--- src/rtl/dcache_data_arb.sv ---
// dcache_data_arb: sequencer/arbiter in front of the single-port D-cache data
// LUTRAM (128-bit line, 16 byte strobes, combinational read, read-first).
// Shares the RAM port between the refill line write, the writeback reader and
// the CPU load/store path (fixed priority in that order). Refill beats of
// 32 bits are assembled into a line buffer and written with one RAM access.
// Optional feature: define DCACHE_ARB_STARVE_GUARD_EN to let a CPU that has
// lost STARVE_LIMIT consecutive cycles beat the writeback reader.
// STARVE_LIMIT must be at least 1 when the guard is enabled.

module dcache_data_arb #(
  parameter int INDEX_BITS   = 6,
  parameter int STARVE_LIMIT = 3
) (
  input  logic                  clk,
  input  logic                  resetn,
  input  logic                  cpu_req_valid,
  output logic                  cpu_req_ready,
  input  logic [INDEX_BITS-1:0] cpu_req_index,
  input  logic [15:0]           cpu_req_strobe,
  input  logic [127:0]          cpu_req_wdata,
  output logic                  cpu_resp_valid,
  output logic [127:0]          cpu_resp_rdata,
  input  logic                  wb_req_valid,
  output logic                  wb_req_ready,
  input  logic [INDEX_BITS-1:0] wb_req_index,
  output logic                  wb_resp_valid,
  output logic [127:0]          wb_resp_rdata,
  input  logic                  refill_valid,
  output logic                  refill_ready,
  input  logic [INDEX_BITS-1:0] refill_index,
  input  logic [31:0]           refill_word,
  input  logic                  refill_last,
  output logic                  refill_err,
  output logic [INDEX_BITS-1:0] ram_addr,
  output logic [15:0]           ram_strobe,
  output logic [127:0]          ram_wdata,
  input  logic [127:0]          ram_rdata,
  output logic                  busy
);

  typedef enum logic [1:0] {
    R_IDLE    = 2'd0,
    R_COLLECT = 2'd1,
    R_WRITE   = 2'd2
  } refill_state_e;

  refill_state_e         state_q, state_d;
  logic [1:0]            cnt_q, cnt_d;
  logic [127:0]          line_q, line_d;
  logic [INDEX_BITS-1:0] index_q, index_d;
  logic                  err_q, err_d;

  logic                  cpu_resp_valid_q, cpu_resp_valid_d;
  logic [127:0]          cpu_resp_rdata_q, cpu_resp_rdata_d;
  logic                  wb_resp_valid_q, wb_resp_valid_d;
  logic [127:0]          wb_resp_rdata_q, wb_resp_rdata_d;

  logic                  refill_accept;
  logic                  line_done;
  logic                  cpu_grant;
  logic                  wb_grant;
  logic                  cpu_force;

  // Beats can be taken whenever the line buffer is not being written out.
  assign refill_ready  = (state_q != R_WRITE);
  assign refill_accept = refill_valid & refill_ready;
  assign busy          = (state_q != R_IDLE);
  assign refill_err    = err_q;

  // Refill sequencing: collect beats into the line buffer, then one write cycle.
  always_comb begin
    state_d   = state_q;
    cnt_d     = cnt_q;
    line_d    = line_q;
    index_d   = index_q;
    err_d     = 1'b0;
    line_done = 1'b0;
    case (state_q)
      R_IDLE, R_COLLECT: begin
        if (refill_accept) begin
          if (state_q == R_IDLE) begin
            index_d = refill_index;
            line_d  = '0;
          end
          line_d[{cnt_q, 5'd0} +: 32] = refill_word;
          cnt_d     = cnt_q + 2'd1;
          line_done = (cnt_q == 2'd3) | refill_last;
          if (line_done) begin
            state_d = R_WRITE;
            err_d   = refill_last ^ (cnt_q == 2'd3);
          end else begin
            state_d = R_COLLECT;
          end
        end
      end
      R_WRITE: begin
        state_d = R_IDLE;
        cnt_d   = 2'd0;
      end
      default: begin
        state_d = R_IDLE;
        cnt_d   = 2'd0;
      end
    endcase
  end

`ifdef DCACHE_ARB_STARVE_GUARD_EN
  localparam int STARVE_W = (STARVE_LIMIT < 1) ? 1 : $clog2(STARVE_LIMIT + 1);

  logic [STARVE_W-1:0] starve_q, starve_d;

  assign cpu_force = cpu_req_valid & (starve_q >= STARVE_W'(STARVE_LIMIT));

  // Count consecutive losing CPU cycles, saturating at the limit.
  always_comb begin
    starve_d = starve_q;
    if (!cpu_req_valid || cpu_grant) begin
      starve_d = '0;
    end else if (starve_q < STARVE_W'(STARVE_LIMIT)) begin
      starve_d = starve_q + STARVE_W'(1);
    end
  end

  // Starvation counter register.
  always_ff @(posedge clk or negedge resetn) begin
    if (!resetn) begin
      starve_q <= '0;
    end else begin
      starve_q <= starve_d;
    end
  end
`else
  // Guard compiled out: the CPU is never promoted above writeback.
  assign cpu_force = (STARVE_LIMIT < 0);
`endif

  // One grant per cycle; requesters are held off while reset is asserted so
  // the RAM never sees a write during reset.
  always_comb begin
    cpu_grant  = 1'b0;
    wb_grant   = 1'b0;
    ram_addr   = cpu_req_index;
    ram_strobe = 16'h0000;
    ram_wdata  = '0;
    if (state_q == R_WRITE) begin
      ram_addr   = index_q;
      ram_strobe = 16'hFFFF;
      ram_wdata  = line_q;
    end else if (resetn) begin
      if (wb_req_valid && !cpu_force) begin
        wb_grant = 1'b1;
        ram_addr = wb_req_index;
      end else if (cpu_req_valid) begin
        cpu_grant  = 1'b1;
        ram_addr   = cpu_req_index;
        ram_strobe = cpu_req_strobe;
        ram_wdata  = cpu_req_wdata;
      end
    end
  end

  assign cpu_req_ready = cpu_grant;
  assign wb_req_ready  = wb_grant;

  // Capture the pre-access line for whichever requester was granted.
  always_comb begin
    cpu_resp_valid_d = cpu_grant;
    cpu_resp_rdata_d = cpu_grant ? ram_rdata : cpu_resp_rdata_q;
    wb_resp_valid_d  = wb_grant;
    wb_resp_rdata_d  = wb_grant ? ram_rdata : wb_resp_rdata_q;
  end

  assign cpu_resp_valid = cpu_resp_valid_q;
  assign cpu_resp_rdata = cpu_resp_rdata_q;
  assign wb_resp_valid  = wb_resp_valid_q;
  assign wb_resp_rdata  = wb_resp_rdata_q;

  // State, line buffer and response registers; reset discards any partial line.
  always_ff @(posedge clk or negedge resetn) begin
    if (!resetn) begin
      state_q          <= R_IDLE;
      cnt_q            <= 2'd0;
      line_q           <= '0;
      index_q          <= '0;
      err_q            <= 1'b0;
      cpu_resp_valid_q <= 1'b0;
      cpu_resp_rdata_q <= '0;
      wb_resp_valid_q  <= 1'b0;
      wb_resp_rdata_q  <= '0;
    end else begin
      state_q          <= state_d;
      cnt_q            <= cnt_d;
      line_q           <= line_d;
      index_q          <= index_d;
      err_q            <= err_d;
      cpu_resp_valid_q <= cpu_resp_valid_d;
      cpu_resp_rdata_q <= cpu_resp_rdata_d;
      wb_resp_valid_q  <= wb_resp_valid_d;
      wb_resp_rdata_q  <= wb_resp_rdata_d;
    end
  end

endmodule

--- config.mk ---
export PLATFORM = sky130hd
export DESIGN_NAME = dcache_data_arb
export DESIGN_NICKNAME = d
export VERILOG_FILES = /design/src/rtl/dcache_data_arb.sv
export SDC_FILE = /design/constraint.sdc
export NUM_CORES = 1
export LEC_CHECK = 0
export ABC_AREA = 1
export CAP_MARGIN = 20
export CORE_AREA = 2 2 292 294
export CTS_CLUSTER_DIAMETER = 30
export DETAILED_ROUTE_END_ITERATION = 6
export DIE_AREA = 0 0 294 296
export SETUP_SLACK_MARGIN = 0.2
export SYNTH_ARGS = -nofsm -noshare
export SYNTH_HDL_FRONTEND = slang
export SYNTH_SLANG_ARGS = --single-unit
--- constraint.sdc ---
create_clock -name clk -period 1.94 [get_ports clk]
set_clock_uncertainty 0.05 [all_clocks]
set_input_delay 0.194 -clock clk [delete_from_list [all_inputs] [get_ports clk]]
set_output_delay 0.194 -clock clk [all_outputs]
set_load 0.02 [all_outputs]
==> impl_metrics.json <==
{
  "gp_congestion": 0.837,
  "final_max_slew_viol_count": 0,
  "design_area_um2": 31100,
  "fmax_mhz": 421,
  "dpl-instance-area_um2": 27100,
  "arrival_ns": 2.13,
  "power_leakage_nw": 15.6,
  "routedWlPerCell_um": 17.6,
  "cts.htree.levels": 3,
  "crit_chain": "inv_2 -> nand2_4 -> buf_8 -> o21ai_0 -> clkdlybuf4s50_1",
  "clock_sinks": 397,
  "path_class": "reg -> out",
  "finalSetupViolCount": 158,
  "drt_iter0_markers": 1049,
  "syn-num-nets": 2734,
  "outcome": "finished, violations left",
  "grt_max_degree": 142,
  "overflow": 0,
  "violations": "negative setup slack",
  "core_area_um2": 84200,
  "drc": 0,
  "max_stage_delay_ns": 0.65,
  "cts_root_buffer": "clkbuf_16",
  "power_density_nw_per_um2": 1280,
  "wl_um": 77500,
  "hold_viol": 0,
  "rsz0062_at_grt": "yes",
  "critPathMaxFanout": 32,
  "r2r_slack_ns": 0.03,
  "cts_made_buffers": 106,
  "firstDrtPassIters": 5,
  "dp_hpwl_um": 55100,
  "cts_tree": "done",
  "die-area_um2": 87000,
  "period_share_pct": 122,
  "final_common_cell": "nand2_1",
  "antenna_found_initial": 11,
  "grt_pass1_vias": 18500,
  "vdd.ir_drop.worst_v": 0.000689,
  "ys.warnings.count": 0,
  "port_buffers": 740,
  "crit_path_end_kind": "primary output",
  "fp-row-count": 107,
  "max-cap-violations": 0,
  "worstMarginPinSlew_ns": 0.964,
  "grt_usage_pct": 17.0,
  "pin_count": 741,
  "setup_tns_ns": -46.66,
  "synth_top_area_share_pct": 55.4,
  "final_cell_mix": "nand2_1 (1468), clkdlybuf4s50_1 (601), dfrtp_1 (397)",
  "crit_required_ns": 1.70,
  "clkSlewWorstSetupHoldPaths_ns": 0.04,
  "fillers": 8607,
  "relSlewSlack_pct": 35.7,
  "multiInputGateArea_um2": 7110,
  "synth_area_leaders": "dfrtp_1 (55%), nand2_1 (31%), o21ai_0 (4.1%)",
  "synth_seq_area_share_pct": 55.4,
  "drtAntennaViolNets": 0,
  "initial_core_util_pct": 21.3,
  "ys_ff_latch": 397,
  "nNetsFinal": 3546,
  "fp.dieW_um": 294,
  "synth.distinct_cells": 20,
  "hold_path_class": "in -> reg",
  "avgSynthCellArea_um2": 7.47,
  "grt_pass1_wl_um": 113000,
  "die_h_um": 296,
  "netlist.top_cell.by_area": "dfrtp_1",
  "syn_to_final_growth_pct": 73.5,
  "seqCellArea_um2": 9930,
  "fin_ws_ns": -0.434,
  "vias": 18600,
  "clock_latency_ns": 0.62,
  "fin_crit_ns": 2.37,
  "clk_path_buf_depth": 3,
  "crit_slowest_cell": "clkdlybuf4s50_1",
  "final_layout_size_suffix_gt1_share_pct": 13.3,
  "startpoint_type": "flop",
  "avgViaCountPerCell": 4.22,
  "synth_cells": 2400,
  "synth_area_um2": 17900,
  "timing.hold.ws_ns": 0.0596
}
==> Yosys cell counts <==
| cell type | count |
|---|---|
| a31oi_1 | 6 |
| buf_1 | 3 |
| buf_2 | 64 |
| buf_4 | 23 |
| buf_6 | 1 |
| clkbuf_1 | 49 |
| dfrtp_1 | 397 |
| ha_1 | 6 |
| inv_1 | 61 |
| inv_2 | 2 |
| nand2_1 | 1475 |
| nand2_4 | 1 |
| nand3_1 | 9 |
| nand3_2 | 1 |
| nand3b_2 | 1 |
| nor2_1 | 148 |
| nor2_2 | 1 |
| nor2_4 | 1 |
| o211ai_1 | 4 |
| o21ai_0 | 147 |
==> worst max-delay path: cells and delay by family, from the launching register on <==
| kind | cells | cell delay (ns) |
|---|---|---|
| AND/OR/NAND/NOR | 1 | 0.08 |
| buffers and inverters | 3 | 0.91 |
| flip-flops | 1 | 0.38 |
| AO/OA/AOI/OAI | 1 | 0.13 |
==> sequential cells by signal, summed over array words and instances (netlist names) <==
register        count
index_q             6
cnt_q               2
cpu_resp_rdata    128
wb_resp_valid       1
wb_resp_rdata     128
refill_err          1
state_q             2
cpu_resp_valid      1
line_q            128
==> through the flow <==
| stage | setup slack (ns) | instances | util (%) | total power, W |
|---|---|---|---|---|
| 5_1_grt | -0.572 | 4402 | 36.9 | 0.0415 |
| 4_1_cts | -0.530 | 4387 | 36.9 | 0.0400 |
| 2_1_floorplan | 0.114 | 2400 | - | 0.0152 |
| 3_3_place_gp | -0.407 | 4186 | 32.2 | 0.0208 |
| 3_5_place_dp | -0.417 | 4186 | 32.2 | 0.0209 |
| 6_report | -0.434 | 4404 | 37.0 | 0.0397 |
==> layer usage <==
layer | GRT usage [%] | share of wire (%) | wire [um] | vias up
li1 | - | - | - | 8988
met5 | 0 | 0.035 | 27 | -
met2 | 27.6 | 47 | 36700 | 661
met4 | 7.11 | 3.8 | 2910 | 4
met3 | 4.26 | 6.7 | 5200 | 161
met1 | 21.4 | 42 | 32600 | 8766
==> area by class of cell <==
cell class / instances / share of cell area (%)
timing repair buffer: 844 / 27.3
clock inverter: 68 / 3.34
clock buffer: 131 / 9.31
inverter: 63 / 0.792
multi-input combinational: 1800 / 22.8
antenna: 11 / 0.0885
sequential: 397 / 31.9
tap: 1090 / 4.38
==> kinds of logic after synthesis <==
group / count (synthesis) / share of synthesized area (%)
adder cells (fa/ha/maj): 6 / 0.419
buffers and inverters: 203 / 5.22
flip-flops: 397 / 55.4
AND/OR/NAND/NOR: 1637 / 34.5
AO/OA/AOI/OAI: 157 / 4.48
==> power breakdown <==
group,switching (W),total (W),leakage [nW],internal [W]
Combinational,0.00588,0.0102,8.62,0.00432
Clock,0.00572,0.0189,1.89,0.0132
Sequential,0.000828,0.0106,5.13,0.00982
==> final timing paths <==
check | start | endpoint | cells after the start
min in group asynchronous | resetn | wb_resp_rdata[127] | 3
worst max-delay path | state_q[0] | ram_strobe[6] | 5
max in group asynchronous | resetn | line_q[112] | 4
worst min-delay path | ram_rdata[60] | wb_resp_rdata[60] | 3
worst min register to register | wb_resp_rdata[66] | wb_resp_rdata[66] | 2
worst max register to register | state_q[1] | cpu_resp_rdata[42] | 9
==> timing repair <==
| action | in CTS | in global routing |
|---|---|---|
| endpoints found under the hold margin | 275 | 0 |
| hold buffers | 2 | 0 |
| cloned | 0 | 2 |
| buffers inserted | 0 | 4 |
| endpoints found under the setup margin | 697 | 699 |
| pin swaps | 0 | 1 |
| resized for setup | 407 | 207 |
No activity file was read; power rests on OpenSTA's default activity.
==> edit: new RTL, same flow settings <==
The option `DCACHE_ARB_STARVE_GUARD_EN` is turned on by a define.
--- a/src/rtl/dcache_data_arb.sv
+++ b/src/rtl/dcache_data_arb.sv
@@ -6,6 +6,8 @@
 // Optional feature: define DCACHE_ARB_STARVE_GUARD_EN to let a CPU that has
 // lost STARVE_LIMIT consecutive cycles beat the writeback reader.
 // STARVE_LIMIT must be at least 1 when the guard is enabled.
+
+`define DCACHE_ARB_STARVE_GUARD_EN
 
 module dcache_data_arb #(
   parameter int INDEX_BITS   = 6,
Check against the original RTL: not settled (the Yosys comparison gave no result); the edit may change what the design does.
==> edit against the original RTL <==
  * Non-clock buffer count increased by 10
  * Combinational power is 7% higher
  * Die area is the same
  * Sequential cell count rose by 2
  * Cell area grew 1.3%
  * Area after synthesis barely moved
  * The run still ends with setup timing left
  * Total power up 4.3%
  * Worst setup slack lost 140 ps
  * Wire length increased by 0.14%
  * Count of clock-buffer cells in the layout rose by 16
  * Highest routed layer unchanged
==> edit: results <==
metrics = {
    "power_and_ir_drop": {
        "p_int_uw": 28370,
        "p_leak_uw": 0.01609,
        "ir_worst_vdd_mv": 0.6764,
    },
    "outcome": {
        "outcome": "finished, violations left",
        "violations": "setup timing",
    },
    "timing": {
        "slew_headroom_pct": 35.86,
        "setup_viol": 375,
        "final.setup.worst_slack_ps": -570.4,
        "hold_slack_ps": 56.68,
    },
    "synth": {
        "synthArstFlopShare_pct": 100.0,
        "synth_commonest_cells": "1625 x nand2_1, 399 x dfrtp_1, 141 x nor2_1",
        "synth_area_leaders": "dfrtp_1 56%, nand2_1 34%, nor2_1 3.0%",
        "syn-num-nets": 2750,
        "seq_area_frac_synth_pct": 55.70,
    },
    "finish": {
        "multiInputGateArea_um2": 7193,
        "n_all_buffers": 854,
        "inverters": 60,
        "buffer_area_share_pct": 27.42,
        "antenna_cells": 2,
        "final_nets": 3590,
        "drive_gt1_share_pct": 14.75,
        "clk_share_pct": 12.95,
        "clkbuf_count": 147,
        "num-multi-input-gates": 1829,
        "seq_share_pct": 31.68,
        "nFillCells": 8611,
    },
    "routing": {
        "top_layer_used": "met5",
        "drtIter0Drc": 957,
        "viasPerCell": 4.204,
        "wl_met2_mm": 37.63,
        "wl_mm": 77.58,
        "met3WireLength_mm": 6.482,
        "met1Wirelength_mm": 30.52,
    },
    "grt": {
        "grt_pass1_vias": 18680,
        "grt_pass1_wl_mm": 114.1,
        "grt_max_degree": 136,
        "antenna_found_initial": 4,
        "gr-usage-all-layers_pct": 17.20,
    },
    "critical_path": {
        "cpPeakStageDelay_ps": 360,
        "crit_slowest_cell": "dfrtp_1",
        "arrival_ps": 2270,
        "ff2ff_setup_slack_ps": -280,
        "path_max_fanout": 20,
    },
    "min_path": {
        "hold_path.class": "input pin to flop",
    },
    "place": {
        "dp_hpwl_mm": 57.26,
        "gp_congestion": 0.8355,
        "portBuffers": 740,
    },
    "clocking": {
        "cts.sinks": 399,
        "cts_buffers": 112,
        "worstSkewPairLatency_ps": 650,
        "cts_max_path_buffers": 3,
    },
}
[edit: changes by cell type in the layout (fill, tap and decap cells not counted), sizes merged, moves of 9 or more]
cell / before / now
nand3: 10 / 37
nand2: 1476 / 1628
clkdlybuf4s15: 19 / 59
clkinv: 36 / 27
diode: 11 / 2
o21ai: 147 / 3
clkdlybuf4s50: 601 / 584
[edit: worst paths after layout]
kind	to	from	cells after the start
worst max-delay path	ram_wdata[105]	starve_q[0]	9
worst min-delay path	cpu_resp_rdata[7]	ram_rdata[7]	3
worst max register to register	wb_resp_rdata[65]	starve_q[0]	11
worst min register to register	wb_resp_rdata[9]	wb_resp_rdata[9]	2
max in group asynchronous	line_q[78]	resetn	5
min in group asynchronous	wb_resp_rdata[0]	resetn	3
[edit: cells by family after synthesis]
group / after synthesis / synth area share [%]
flip-flops: 399 / 55.70
XOR/XNOR: 1 / 0.04887
adder cells (fa/ha/maj): 6 / 0.4188
buffers and inverters: 188 / 5.005
AO/OA/AOI/OAI: 7 / 0.2513
AND/OR/NAND/NOR: 1815 / 38.58
[edit: per-layer routing]
layer | GRT usage, % | up-vias
li1 | - | 8986
met1 | 19.90 | 8750
met2 | 29.21 | 799
met3 | 5.074 | 135
met4 | 8.039 | 2
met5 | 0 | -
[edit: power by group through the flow]
| stage | Sequential, uW | Clock (uW) | Combinational [uW] |
|---|---|---|---|
| finish | 11000 | 19500 | 10900 |
| global route | 11200 | 20300 | 11700 |
| CTS | 11000 | 19800 | 10900 |
| detailed placement | 11100 | 0 | 10900 |
| global placement | 11100 | 0 | 10900 |
| floorplan | 12600 | 0 | 3290 |
[edit: critical path, delay by kind of cell (launching register included)]
family                     cells  cell delay [ps]
adders and majority gates      1              220
and+or+nand+nor                5              370
buffers and inverters          3              600
DFF                            1              360
[edit: per-stage QoR]
step                      util, %  setup WS (ps)  area, um^2  std cells  TNS (ps)
after floorplan                 -          181.0       17940       2416         0
after global placement      32.32         -514.2       27220       4224    -96570
after detailed placement    32.32         -535.2       27220       4224   -102260
after CTS                   37.27         -614.5       31390       4434   -123610
after global routing        37.43         -694.2       31520       4442   -146770
final                       37.43         -570.4       31520       4442   -102730
[edit: repair_timing]
item                       CTS  global route
hold buffers                 1             0
cloned                       0             1
setup endpoints to repair  673           826
resized for setup          493           115
setup buffers                1             5
hold endpoints to repair    23             0
pin swaps                    6             4
